## src/rtl/sram_port_arb_pkg.sv

```systemverilog
// Shared definitions for the SRAM port arbiter: default widths, FSM state
// encoding, wait-counter width and the counter preload helper.
package sram_port_arb_pkg;

   localparam int ADDR_W_DEF = 19;
   localparam int DATA_W_DEF = 64;
   localparam int CNT_W      = 4;

   typedef enum logic [2:0] {
      ST_IDLE      = 3'd0,
      ST_WR_SETUP  = 3'd1,
      ST_WR_STROBE = 3'd2,
      ST_WR_HOLD   = 3'd3,
      ST_RD_STROBE = 3'd4,
      ST_RD_TURN   = 3'd5
   } state_t;

   typedef enum logic {
      PRI_WR = 1'b0,
      PRI_RD = 1'b1
   } pri_t;

   // Strobe phases count down to zero, so a phase of N cycles preloads N-1.
   function automatic logic [CNT_W-1:0] wait_load(input int cycles);
      return CNT_W'(cycles - 1);
   endfunction

endpackage

```

## src/rtl/sram_port_arb_rr.sv

```systemverilog
// Two-way round-robin grant between the write and read ports. Grants are
// combinational and only issued while the controller is idle; the priority
// flag moves to the other port after every grant.
module sram_port_arb_rr
   import sram_port_arb_pkg::*;
(
   input  logic CLK,
   input  logic RSTn,
   input  logic en_i,
   input  logic wr_req_i,
   input  logic rd_req_i,
   output logic gnt_wr_o,
   output logic gnt_rd_o
);

   pri_t pri_q;
   pri_t pri_d;
   logic gnt_wr;
   logic gnt_rd;

   // Grant the lone requester, or the priority holder when both request
   always_comb begin
      gnt_wr = 1'b0;
      gnt_rd = 1'b0;
      pri_d  = pri_q;
      if (en_i) begin
         if (wr_req_i && (!rd_req_i || (pri_q == PRI_WR))) begin
            gnt_wr = 1'b1;
         end else if (rd_req_i) begin
            gnt_rd = 1'b1;
         end
         if (gnt_wr) begin
            pri_d = PRI_RD;
         end else if (gnt_rd) begin
            pri_d = PRI_WR;
         end
      end
   end

   assign gnt_wr_o = gnt_wr;
   assign gnt_rd_o = gnt_rd;

   // Priority flag; the write port wins the first contended grant after reset
   always_ff @(posedge CLK) begin
      if (!RSTn) begin
         pri_q <= PRI_WR;
      end else begin
         pri_q <= pri_d;
      end
   end

endmodule

```

## src/rtl/sram_port_arb.sv

```systemverilog
// Controller for an external asynchronous SRAM shared by a write port and a
// read port. Sequences CEn/WEn/OEn with programmable strobe lengths, drives
// the data-bus enable, and always returns through IDLE so a read is followed
// by at least one turnaround cycle before the bus can be driven again.
module sram_port_arb
   import sram_port_arb_pkg::*;
#(
   parameter int ADDR_W  = ADDR_W_DEF,
   parameter int DATA_W  = DATA_W_DEF,
   parameter int WR_WAIT = 2,
   parameter int RD_WAIT = 2
)(
   input  logic              CLK,
   input  logic              RSTn,
   input  logic              wr_req,
   input  logic [ADDR_W-1:0] wr_addr,
   input  logic [DATA_W-1:0] wr_data,
   output logic              wr_ack,
   input  logic              rd_req,
   input  logic [ADDR_W-1:0] rd_addr,
   output logic              rd_ack,
   output logic [DATA_W-1:0] rd_data,
   output logic              rd_valid,
   output logic              busy,
   output logic [ADDR_W-1:0] SRAM_ADDR,
   output logic [DATA_W-1:0] SRAM_DQ_O,
   input  logic [DATA_W-1:0] SRAM_DQ_I,
   output logic              SRAM_DQ_OE,
   output logic              SRAM_CEn,
   output logic              SRAM_WEn,
   output logic              SRAM_OEn
);

   state_t            state_q;
   logic [CNT_W-1:0]  cnt_q;
   logic [ADDR_W-1:0] addr_q;
   logic [DATA_W-1:0] dq_o_q;
   logic [DATA_W-1:0] rd_data_q;
   logic              wr_ack_q;
   logic              rd_ack_q;
   logic              rd_valid_q;
   logic              busy_q;
   logic              cen_q;
   logic              wen_q;
   logic              oen_q;
   logic              dq_oe_q;
   logic              gnt_wr;
   logic              gnt_rd;

   sram_port_arb_rr u_rr (
      .CLK      (CLK),
      .RSTn     (RSTn),
      .en_i     (state_q == ST_IDLE),
      .wr_req_i (wr_req),
      .rd_req_i (rd_req),
      .gnt_wr_o (gnt_wr),
      .gnt_rd_o (gnt_rd)
   );

   // Access sequencer: every pin and handshake output is a register here
   always_ff @(posedge CLK) begin
      if (!RSTn) begin
         state_q    <= ST_IDLE;
         cnt_q      <= '0;
         addr_q     <= '0;
         dq_o_q     <= '0;
         rd_data_q  <= '0;
         wr_ack_q   <= 1'b0;
         rd_ack_q   <= 1'b0;
         rd_valid_q <= 1'b0;
         busy_q     <= 1'b0;
         cen_q      <= 1'b1;
         wen_q      <= 1'b1;
         oen_q      <= 1'b1;
         dq_oe_q    <= 1'b0;
      end else begin
         wr_ack_q   <= 1'b0;
         rd_ack_q   <= 1'b0;
         rd_valid_q <= 1'b0;
         case (state_q)
            ST_IDLE: begin
               if (gnt_wr) begin
                  state_q  <= ST_WR_SETUP;
                  addr_q   <= wr_addr;
                  dq_o_q   <= wr_data;
                  cen_q    <= 1'b0;
                  wen_q    <= 1'b1;
                  dq_oe_q  <= 1'b1;
                  wr_ack_q <= 1'b1;
                  busy_q   <= 1'b1;
               end else if (gnt_rd) begin
                  state_q  <= ST_RD_STROBE;
                  addr_q   <= rd_addr;
                  cen_q    <= 1'b0;
                  oen_q    <= 1'b0;
                  dq_oe_q  <= 1'b0;
                  rd_ack_q <= 1'b1;
                  busy_q   <= 1'b1;
                  cnt_q    <= wait_load(RD_WAIT);
               end
            end
            ST_WR_SETUP: begin
               state_q <= ST_WR_STROBE;
               wen_q   <= 1'b0;
               cnt_q   <= wait_load(WR_WAIT);
            end
            ST_WR_STROBE: begin
               if (cnt_q == '0) begin
                  state_q <= ST_WR_HOLD;
                  wen_q   <= 1'b1;
               end else begin
                  cnt_q <= cnt_q - 1'b1;
               end
            end
            ST_WR_HOLD: begin
               state_q <= ST_IDLE;
               cen_q   <= 1'b1;
               dq_oe_q <= 1'b0;
               busy_q  <= 1'b0;
            end
            ST_RD_STROBE: begin
               if (cnt_q == '0) begin
                  state_q    <= ST_RD_TURN;
                  rd_data_q  <= SRAM_DQ_I;
                  cen_q      <= 1'b1;
                  oen_q      <= 1'b1;
                  rd_valid_q <= 1'b1;
               end else begin
                  cnt_q <= cnt_q - 1'b1;
               end
            end
            ST_RD_TURN: begin
               state_q <= ST_IDLE;
               busy_q  <= 1'b0;
            end
            default: begin
               state_q <= ST_IDLE;
               cen_q   <= 1'b1;
               wen_q   <= 1'b1;
               oen_q   <= 1'b1;
               dq_oe_q <= 1'b0;
               busy_q  <= 1'b0;
            end
         endcase
      end
   end

   assign wr_ack     = wr_ack_q;
   assign rd_ack     = rd_ack_q;
   assign rd_data    = rd_data_q;
   assign rd_valid   = rd_valid_q;
   assign busy       = busy_q;
   assign SRAM_ADDR  = addr_q;
   assign SRAM_DQ_O  = dq_o_q;
   assign SRAM_DQ_OE = dq_oe_q;
   assign SRAM_CEn   = cen_q;
   assign SRAM_WEn   = wen_q;
   assign SRAM_OEn   = oen_q;

endmodule

```

## config.mk

```make
export PLATFORM = sky130hd
export DESIGN_NAME = sram_port_arb
export DESIGN_NICKNAME = d
export VERILOG_FILES = /design/src/rtl/sram_port_arb_pkg.sv /design/src/rtl/sram_port_arb_rr.sv /design/src/rtl/sram_port_arb.sv
export SDC_FILE = /design/constraint.sdc
export NUM_CORES = 1
export LEC_CHECK = 0
export ABC_AREA = 0
export CORE_MARGIN = 2
export CORE_UTILIZATION = 30
export CTS_CLUSTER_SIZE = 24
export DETAILED_ROUTE_END_ITERATION = 12
export SYNTH_ARGS = -nofsm -noshare
export SYNTH_HDL_FRONTEND = slang
export SYNTH_HIERARCHICAL = 1
export SYNTH_SLANG_ARGS = --single-unit
```

## constraint.sdc

```tcl
create_clock -name CLK -period 3.4 [get_ports CLK]
set_input_delay 0.85 -clock CLK [delete_from_list [all_inputs] [get_ports CLK]]
set_output_delay 0.85 -clock CLK [all_outputs]
set_load 0.1 [all_outputs]
```

### Word-level counts from Yosys, hierarchy flattened

Index checks and enable logic that the tools add are counted.

| cells by class | value |
|---|---|
| $add $sub $neg | 1 |
| equal/unequal tests | 12 |
| muxes and demuxes | 36 |
| bitwise gates (word level) | 8 |
| reduce and logical (&&, ||, !) cells | 28 |

Operator list:

| operator | count |
|---|---|
| $mux W19 | 2 |
| $mux W1 | 20 |
| $reduce_and A2 Y1 | 8 |
| $mux W3 | 4 |
| $mux W4 | 3 |
| $ne A2 B2 Y1 const B | 6 |
| $pmux W3 S4 | 1 |
| $pmux W4 S3 | 1 |
| $reduce_or A3 Y1 | 4 |
| $reduce_and A3 Y1 | 3 |
| $not A1 Y1 | 8 |
| $reduce_and A4 Y1 | 2 |
| $reduce_or A4 Y1 | 2 |
| $eq A3 B2 Y1 const B | 2 |
| $eq A3 B3 Y1 const B | 2 |
| $pmux W1 S3 | 2 |
| $logic_not A4 Y1 | 1 |
| $pmux W1 S2 | 2 |
| $pmux W1 S4 | 1 |
| $reduce_bool A2 Y1 | 2 |
| $sub A4 B1 Y4 const B | 1 |
| $eq A3 B1 Y1 const B | 1 |
| $logic_not A3 Y1 | 1 |
| $ne A3 B3 Y1 const B | 1 |
| other kinds (5) | 5 |

| word-level totals | value |
|---|---|
| register bits | 163 |
| input bits | 170 |
| output and inout port bits | 155 |
| logic and storage cells | 99 |

### Longest topological paths before layout

Gate-level depths: netlist of the first run.

| depth | value |
|---|---|
| depth in word-level cells | 9 |
| depth in mapped cells | 10 |
| mapped depth without buffers | 7 |

### Hierarchy

Netlist of the first run, hierarchy kept.

Modules (own cells, without submodules):

| module | times used | cells each | area an instance (µm²) | sequential area each (µm²) |
|---|---|---|---|---|
| sram_port_arb | 1 | 725 | 6368.6 | 3243.1 |
| sram_port_arb_rr | 1 | 8 | 60.1 | 20.0 |

### Worst setup path after synthesis of the first run

OpenSTA, ideal clock, no wires.

| timing | value |
|---|---|
| kind | in2reg |
| from | input rd_req |
| to | register cnt_q[3] |
| setup time | 0.070 ns |
| arrival time | 1.925 ns |
| setup slack | 1.405 ns |
| stages on the path | 6 |
| path buffers | 0 |
| cell sequence | nand2_1 a21oi_1 nor2b_1 o21ai_1 a311o_1 a21boi_1 |

| between the ends | value |
|---|---|
| cells in the longest elaborated chain, start to end | 8 |
| elaborated cells on any way between the ends | 13 |
| classes of those cells | 2 x eq/ne; 7 x mux; 4 x reduce/logical |

Ends and longest elaborated chain:

| element | RTL line | source |
|---|---|---|
| start: declaration | sram_port_arb.sv:19 | `input logic rd_req,` |
| $logic_not A1 Y1 | sram_port_arb_rr.sv:27 | `if (wr_req_i && (!rd_req_i \|\| (pri_q == PRI_WR))) begin` |
| $logic_or A1 B1 Y1 | sram_port_arb_rr.sv:27 |  |
| $logic_and A1 B1 Y1 | sram_port_arb_rr.sv:27 |  |
| $mux W1 * | sram_port_arb_rr.sv:27 |  |
| $mux W1 * (2 in a row) | sram_port_arb_rr.sv:26 | `if (en_i) begin` |
| named net gnt_rd | sram_port_arb.sv:48 | `logic gnt_rd;` |
| $ne A2 B2 Y1 (no line) * | - |  |
| $reduce_and A4 Y1 (no line) * | - |  |
| end signal: assignment | sram_port_arb.sv:99 | `cnt_q <= wait_load(RD_WAIT);` |
| end signal: assignment | sram_port_arb.sv:105 | `cnt_q <= wait_load(WR_WAIT);` |
| end signal: assignment | sram_port_arb.sv:112 | `cnt_q <= cnt_q - 1'b1;` |
| end: declaration | sram_port_arb.sv:35 | `logic [CNT_W-1:0] cnt_q;` |

Mark *: on every way through the listed nets, which the timed path passes. The rest lies on a longest branch. The select of a mux whose other input is x is not followed.
A chain may end at the register's enable or synchronous reset.

### Worst setup path in the final report of the first run

Ends and elaborated chain as after synthesis.

==> results_dict.tcl, run 1 <==
set metrics [dict create \
    status "finished clean" \
    timing.rr.start "state_q[2]" \
    htree_levels 4 \
    synth_edf_count 0 \
    final_cell_mix "281 x nand2_1, 168 x clkdlybuf4s50_1, 164 x buf_4" \
    synth_top_area_share_pct 50.8 \
    netlist_area_um2 6430 \
    grt_pass1_wl_mm 29.1 \
    final_common_cell "nand2_1" \
    hold_depth 2 \
    drtIter0Drc 269 \
    min_from "rd_data[14]" \
    cts_root_buf "clkbuf_16" \
    clk_latency_ns 0.42 \
    swShare_pct 52.5 \
    antenna_cells 0 \
    ant_nets 0 \
    wl_mm 19.0 \
    synth_area_leaders "dfxtp_1 51%, nand2_1 16%, a21boi_0 8.1%" \
    ir_drop_mv 0.979 \
    cts_tree "yes" \
    drv_cap 0 \
    max_slew_margin_pct 53.0 \
    whs_endpoint "rd_data[14]" \
    crit_buf_inv 1 \
    n_fill_cell 2080 \
    path_class "in2reg" \
    skew_ns 0.0106 \
    cts.repair.resized 0 \
    r2r-end "cnt_q[3]" \
    synth_area_leader_cell "dfxtp_1" \
    drc 0 \
    p_clk_share_pct 19.9 \
    core_um2 21000 \
    max_freq_mhz 423 \
    p_int_mw 5.19 \
    netSwitchingPower_mw 5.74 \
    num_rows 53 \
    totalPowerFinal_mw 10.9 \
    cts_buffer_depth 2 \
    synth_flop_cell "dfxtp_1" \
    fin_crit_ns 2.37 \
    arrival_ns 2.71 \
    async_flop_share_pct 0 \
    wire_per_inst_um 14.4 \
    cp_top_family "compound AO/OA/AOI/OAI gates" \
    cp_max_fo 5 \
    ctsHoldBuffers 0 \
    ys_seq_area_share_pct 50.8 \
    rr_worst_depth 7 \
    grt_pass1_vias 5616 \
    worst_pin_slew_ns 0.705 \
    pin_count 325 \
    cp.required_ns 3.74 \
    ys_ff_latch 163 \
    overflow 0 \
    combPwrFrac_pct 55.1 \
    slew_violations 0 \
    yosysWarningCount 6 \
    start_util_pct 30.6 \
    seq_power_share_pct 25.0 \
    cp_slowest_cell "clkdlybuf4s50_1" \
    cts.sinks 163 \
    finalCritPeriodShare_pct 69.6 \
    num_vias 5865 \
    p_leak_nw 4.20 \
    cts_setup_buffers 0 \
    dr.pass1.iters 4 \
    reg2reg_setup_slack_ns 1.06 \
    antenna_found_initial 0 \
    die_w_um 150 \
    numCtsBuffers 17 \
    rsz0062_at_grt "false" \
    syn_inst 733 \
    ys_types 40 \
    grt_usage_pct 16.3 \
    grt_max_degree 74 \
    critPathMaxStageDelay_ns 0.53 \
    hold_viol_final 0 \
    syn_avg_cell_area_um2 8.77 \
    holdCritPathClass "reg2reg" \
    place_congestion 0.726 \
    finalSetupViolations 0 \
    path_clk_slew_ns 0.06 \
    dpl_cell_area_um2 9450 \
    crit_chain "clkdlybuf4s50_1 > nand2_1 > a21oi_1 > nor2b_1 > o21ai_1 > a311o_1 > a21boi_1" \
    drive_above_1_share_pct 19.5 \
    hpwl_mm 13.1 \
    io_buffers 324 \
    die_h_um 150 \
    cp-end-kind "register" \
    syn2layout_area_growth_pct 57.3 \
    die_area_um2 22600 \
    fin_setup_tns_ns 0 \
    finish.instance_area_um2 10100 \
    syn-num-nets 905 \
    viasPerCell 4.45 \
    final_net_count 1203 \
    critPathLaunchType "input port" \
    power.density_nw_per_um2 1080 \
]
worst max-delay path by stage:
| stage | depth (start not counted) | start | slack [ns] | endpoint |
|---|---|---|---|---|
| 2_1_floorplan | 6 | rd_req | 1.40 | cnt_q[3] |
| 3_3_place_gp | 7 | rd_req | 0.68 | cnt_q[3] |
| 3_5_place_dp | 7 | rd_req | 0.60 | cnt_q[3] |
| 4_1_cts | 7 | cnt_q[0] | 0.99 | rd_data[49] |
| 5_1_grt | 7 | cnt_q[0] | 0.80 | rd_data[36] |
| 6_report | 7 | rd_req | 1.03 | cnt_q[3] |
synthesized netlist by cell type (2+ instances only):
library cell,count
nand2_1,282
dfxtp_1,163
a21boi_0,69
a21boi_1,61
clkbuf_1,27
mux2i_1,20
o211a_1,20
buf_2,14
buf_4,8
inv_1,6
a21oi_1,5
nand3_1,5
nor3_1,5
o21ai_0,5
o21a_1,4
and3_1,3
buf_6,3
buf_8,3
nor2_1,3
nor3b_1,3
and2_1,2
ha_1,2
nand3b_1,2
o211ai_1,2
state kept, by name, indices dropped and copies added, names as in the netlist:
signal / count
SRAM_DQ_O: 64
rd_data: 64
SRAM_ADDR: 19
cnt_q: 4
state_q: 3
SRAM_CEn: 1
SRAM_DQ_OE: 1
SRAM_OEn: 1
SRAM_WEn: 1
busy: 1
rd_ack: 1
rd_valid: 1
u_rr/pri_q: 1
wr_ack: 1
through the flow:
step                      util (%)  std cells  hold slack, ns  worst slack, ns
after detailed placement      45.0       1287           0.445            0.603
after global routing          48.1       1318           0.469            0.802
after floorplan                  -        733           0.460             1.40
after global placement        45.0       1287           0.442            0.682
final                         48.1       1318           0.451             1.03
after CTS                     48.1       1318           0.454            0.989
power by group through the flow:
stage	clock network (mW)	registers, mW	logic, mW
6_report	2.18	2.73	6.02
3_5_place_dp	0	2.77	6.08
5_1_grt	2.33	2.80	6.34
3_3_place_gp	0	2.77	6.06
4_1_cts	2.24	2.74	6.09
2_1_floorplan	0	5.96	1.58
metal layers:
layer / GRT usage [%] / share of wire, %
met1: 19.0 / 42
met2: 27.7 / 48
met3: 5.18 / 7.7
met4: 6.37 / 2.6
met5: 0 / 0
kinds of logic (layout without fill, tap and decap cells):
| family | after synthesis | after routing | synth area share [%] |
|---|---|---|---|
| compound gates | 173 | 173 | 20.7 |
| xor+xnor | 2 | 2 | 0.273 |
| fa+ha+maj | 2 | 2 | 0.389 |
| buf+inv | 62 | 372 | 5.24 |
| flops | 163 | 163 | 50.8 |
| mux | 20 | 20 | 3.11 |
| simple gates | 311 | 311 | 19.6 |
tightest hold or removal path: stages (launching register included):
cell,delay [ns]
dfxtp_1,0.31
nand2_1,0.05
a21boi_1,0.05
area by class of cell:
type	instances	area, µm²	area share, %
tap	275	344	3.40
clock inverter	12	228	2.25
multi-input combinational	508	2850	28.2
inverter	6	22.5	0.223
sequential	163	3260	32.3
clock buffer	19	433	4.28
timing repair buffer	335	2970	29.4
Note: power is estimated with default switching activity, not from simulation.
==> inputs of run 2 (changes only) <==
==> constraint.sdc (replaced) <==
create_clock -name CLK -period 2.2 [get_ports CLK]
set_input_delay 0.55 -clock CLK [delete_from_list [all_inputs] [get_ports CLK]]
set_output_delay 0.55 -clock CLK [all_outputs]
set_load 0.1 [all_outputs]
==> results_dict.tcl, run 2 (synthesis results as in run 1) <==
set metrics [dict create \
    status "finished clean" \
    p_clk_share_pct 18.8 \
    power.density_nw_per_um2 1670 \
    wl_met3_mm 1.44 \
    antenna_cells 0 \
    top_layer "met4" \
    start_util_pct 30.6 \
    die_area_um2 22600 \
    clk_latency_ns 0.42 \
    num_rows 53 \
    io_buffers 324 \
    grt_usage_pct 16.3 \
    viasPerCell 4.43 \
    dr.pass1.iters 5 \
    wl_met2_mm 9.26 \
    fin_crit_ns 1.80 \
    cts_buffer_depth 2 \
    swShare_pct 51.9 \
    hpwl_mm 13.6 \
    numCtsBuffers 17 \
    pin_count 325 \
    cts_root_buf "clkbuf_16" \
    final_net_count 1216 \
    drive_above_1_share_pct 20.4 \
    finalCritPeriodShare_pct 81.9 \
    grt_max_degree 72 \
    worst_pin_slew_ns 0.611 \
    cts_setup_buffers 0 \
    p_leak_nw 4.28 \
    core_um2 21000 \
    wire_per_inst_um 14.4 \
    place_inst 1300 \
    ir_drop_mv 0.859 \
    p_int_mw 8.28 \
    drc 0 \
    n_fill_cell 2054 \
    ctsHoldBuffers 0 \
    cts_tree "yes" \
    arrival_ns 2.14 \
    die_h_um 150 \
    ant_nets 0 \
    combPwrFrac_pct 57.1 \
    cp.required_ns 2.54 \
    overflow 0 \
    syn2layout_area_growth_pct 60.0 \
    critPathLaunchType "register" \
    path_class "reg2reg" \
    cts.sinks 163 \
    num_vias 5898 \
    grt_pass1_wl_mm 29.2 \
    cp_max_fo 26 \
    place_congestion 0.750 \
    drv_cap 0 \
    hold_viol_final 0 \
    antenna_found_initial 0 \
    htree_levels 4 \
    max_slew_margin_pct 59.2 \
    netSwitchingPower_mw 8.94 \
    cp-end-kind "register" \
    slew_violations 0 \
    fin_setup_tns_ns 0 \
    seq_power_share_pct 24.1 \
    holdCritPathClass "reg2reg" \
    skew_ns 0.0122 \
    finalSetupViolations 0 \
    grt_pass1_vias 5620 \
    met1_length_mm 8.03 \
    path_clk_slew_ns 0.07 \
    fin_cells 1330 \
    rsz0062_at_grt "false" \
    max_freq_mhz 555 \
    final_common_cell "nand2_1" \
    drtIter0Drc 230 \
    wl_mm 19.1 \
    final_cell_mix "281 x nand2_1, 169 x buf_4, 168 x clkdlybuf4s50_1" \
    die_w_um 150 \
    cts.repair.resized 0 \
]
run 2: changes by cell type in the layout (fill, tap and decap cells not counted), sizes merged:
cell      change
bufinv        -1
clkinvlp      +1
clkinv        -1
buf          +13
run 2: final timing paths:
path | start | endpoint | slack, ns | depth (start not counted)
max | cnt_q[0] | rd_data[38] | 0.40 | 7
min | rd_data[14] | rd_data[14] | 0.45 | 2
max reg2reg | cnt_q[0] | rd_data[38] | 0.40 | 7
min reg2reg | rd_data[14] | rd_data[14] | 0.45 | 2
run 2: power by group through the flow:
stage | Combinational (mW) | Sequential, mW | Clock [mW]
after floorplan | 2.44 | 9.21 | 0
after global placement | 9.89 | 4.20 | 0
after detailed placement | 9.92 | 4.22 | 0
after CTS | 9.93 | 4.16 | 3.34
after global routing | 10.4 | 4.24 | 3.45
final | 9.83 | 4.15 | 3.23
run 2: metrics by stage:
step	area [µm²]	setup WS [ns]	hold WS [ns]	util, %	total power [mW]
3_3_place_gp	9650	0.0471	0.442	45.9	14.1
6_report	10300	0.398	0.452	48.9	17.2
5_1_grt	10300	0.204	0.466	48.9	18.1
3_5_place_dp	9650	0.00805	0.446	45.9	14.1
4_1_cts	10300	0.359	0.455	48.9	17.4
2_1_floorplan	6430	0.322	0.460	-	11.6
run 2: worst max-delay path, cell delays in order, from the launching register on:
cell,delay [ns]
dfxtp_1,0.32
inv_1,0.10
ha_1,0.24
nor4b_4,0.28
and3_2,0.27
buf_4,0.29
nand2_1,0.09
a21boi_1,0.14
run 2: cell type report:
| class | count | area (µm²) | area share [%] |
|---|---|---|---|
| tap | 275 | 344 | 3.35 |
| clock inverter | 11 | 203 | 1.97 |
| timing repair buffer | 348 | 3170 | 30.8 |
| clock buffer | 19 | 433 | 4.21 |
| multi-input combinational | 508 | 2850 | 27.7 |
| inverter | 6 | 22.5 | 0.219 |
| sequential | 163 | 3260 | 31.7 |
run 2: routing by layer:
layer,vias to the layer above,track usage [%]
li1,3029,-
met1,2662,19.8
met2,185,27.0
met3,22,5.24
met4,0,5.66
met5,-,0
==> inputs of run 3 (changes only) <==
--- a/config.mk
+++ b/config.mk
@@ -10,6 +10,7 @@
 export CORE_UTILIZATION = 30
 export CTS_CLUSTER_SIZE = 24
 export DETAILED_ROUTE_END_ITERATION = 12
+export PLACE_DENSITY = 0.65
 export SYNTH_ARGS = -nofsm -noshare
 export SYNTH_HDL_FRONTEND = slang
 export SYNTH_HIERARCHICAL = 1
==> constraint.sdc (replaced) <==
create_clock -name CLK -period 1.5 [get_ports CLK]
set_input_delay 0.375 -clock CLK [delete_from_list [all_inputs] [get_ports CLK]]
set_output_delay 0.375 -clock CLK [all_outputs]
set_load 0.1 [all_outputs]
==> results_dict.tcl, run 3 (synthesis results as in run 1) <==
set metrics [dict create \
    multiInputGateArea_um2 3210 \
    clk_latency_ns 0.41 \
    drive_above_1_share_pct 28.7 \
    core_um2 21000 \
    status "finished, violations left" \
    ctsHoldBuffers 0 \
    r2r-end "SRAM_DQ_O[38]" \
    path_class "reg2reg" \
    cts_root_buf "clkbuf_16" \
    wire_per_inst_um 15.9 \
    place_congestion 0.733 \
    final_cell_mix "250 x nand2_1, 171 x buf_12, 168 x clkdlybuf4s50_1" \
    rr_worst_depth 8 \
    crit_path_end "SRAM_DQ_O[38]" \
    cp.required_ns 1.85 \
    grt_max_degree 70 \
    fin_cells 1368 \
    grt_pass1_vias 5981 \
    hold_ws_ns 0.266 \
    numCtsBuffers 17 \
    final_util_pct 62.1 \
    worst_pin_slew_ns 0.322 \
    wl_mm 21.8 \
    seq_area_um2 3270 \
    path_clk_slew_ns 0.07 \
    grt_usage_pct 18.5 \
    hold_viol_final 0 \
    finalSetupViolations 157 \
    final.setup.worst_slack_ns -0.178 \
    grt_pass1_wl_mm 32.7 \
    cts_tree "yes" \
    drv_cap 0 \
    io_buffers 324 \
    die_w_um 150 \
    power.density_nw_per_um2 2310 \
    cp_max_fo 6 \
    antenna_found_initial 0 \
    htree_levels 4 \
    skew_ns 0.00902 \
    num_rows 53 \
    syn2layout_area_growth_pct 103 \
    finalCritPeriodShare_pct 112 \
    rsz0062_at_grt "true" \
    n_fill_cell 1707 \
    dr.pass1.iters 5 \
    cp-end-kind "register" \
    overflow 0 \
    reg2reg_setup_slack_ns -0.18 \
    timing.rr.start "state_q[2]" \
    fin_crit_ns 1.68 \
    final_common_cell "nand2_1" \
    slew_violations 0 \
    ant_nets 0 \
    die_h_um 150 \
    max_freq_mhz 596 \
    pin_count 325 \
    cts.sinks 163 \
    critPathLaunchType "register" \
    drc 0 \
    ir_drop_mv 1.99 \
    startpoint "state_q[2]" \
    max_slew_margin_pct 78.4 \
    hpwl_mm 14.7 \
    start_util_pct 30.6 \
    die_area_um2 22600 \
    num_vias 6270 \
    final_net_count 1253 \
    arrival_ns 2.02 \
    drtIter0Drc 185 \
    failed_checks "negative setup slack" \
    holdCritPathClass "in2reg" \
    viasPerCell 4.58 \
    p_leak_nw 5.23 \
    place_inst 1317 \
    cts_buffer_depth 2 \
    antenna_cells 0 \
]
-- run 3: changes by cell type in the layout (fill, tap and decap cells not counted), sizes merged --
cell	before	now
clkinvlp	2	7
inv	9	11
clkbuf	19	23
bufinv	5	0
clkinv	1	0
buf	180	213
-- run 3: routing by layer --
layer  wire, µm  track usage [%]  up-vias
li1           -                -     3115
met3       2220             7.30       22
met2      10400             30.7      244
met1       8730             22.2     2889
met5          0                0        -
met4        425             5.05        0
-- run 3: final cells by class --
type	instances	area share, %
Clock buffer	19	3.39
Clock inverter	12	0.757
Inverter	6	0.173
Multi-Input combinational cell	508	24.6
Sequential cell	163	25.0
Tap cell	275	2.64
Timing Repair Buffer	385	43.4
-- run 3: worst min-delay path by stage --
stage / start / endpoint / slack [ns] / depth (start not counted)
after floorplan: cnt_q[1] / cnt_q[1] / 0.45 / 2
after global placement: SRAM_DQ_O[31] / SRAM_DQ_O[31] / 0.48 / 2
after detailed placement: rd_data[15] / rd_data[15] / 0.48 / 2
after CTS: RSTn / SRAM_WEn / 0.24 / 2
after global routing: RSTn / SRAM_WEn / 0.26 / 2
final: RSTn / SRAM_WEn / 0.27 / 2
-- run 3: per-stage QoR --
stage	TNS (ns)	power, mW	setup slack (ns)	cell area, µm²
final	-17.89	30.2	-0.178	13100
after global routing	-30.94	31.5	-0.264	13100
after CTS	-15.35	29.4	-0.175	12600
after detailed placement	-41.41	24.1	-0.487	11700
after global placement	-36.91	24.0	-0.440	11700
after floorplan	-13.20	17.6	-0.130	6570
-- run 3: where the power goes --
part | leakage [nW] | total, mW | switching, mW | internal [mW]
combinational | 3.65 | 19.5 | 11.8 | 7.73
sequential | 1.33 | 6.63 | 1.15 | 5.47
clock | 0.243 | 4.06 | 1.87 | 2.19
total | 5.23 | 30.2 | 14.8 | 15.4
-- run 3: what timing repair did --
| item | in CTS | in global routing |
|---|---|---|
| buffers inserted | 7 | 3 |
| resized for setup | 79 | 90 |
| pin swaps | 2 | 63 |
| gates cloned | 6 | 5 |
| endpoints found under the setup margin | 157 | 159 |
-- run 3: critical path, stage by stage, from the launching register on --
cell      delay, ns
dfxtp_2        0.34
nor3_4         0.26
nand2_2        0.10
a21oi_4        0.20
and2_4         0.23
buf_8          0.14
buf_12         0.16
nand2_4        0.05
a21boi_2       0.13
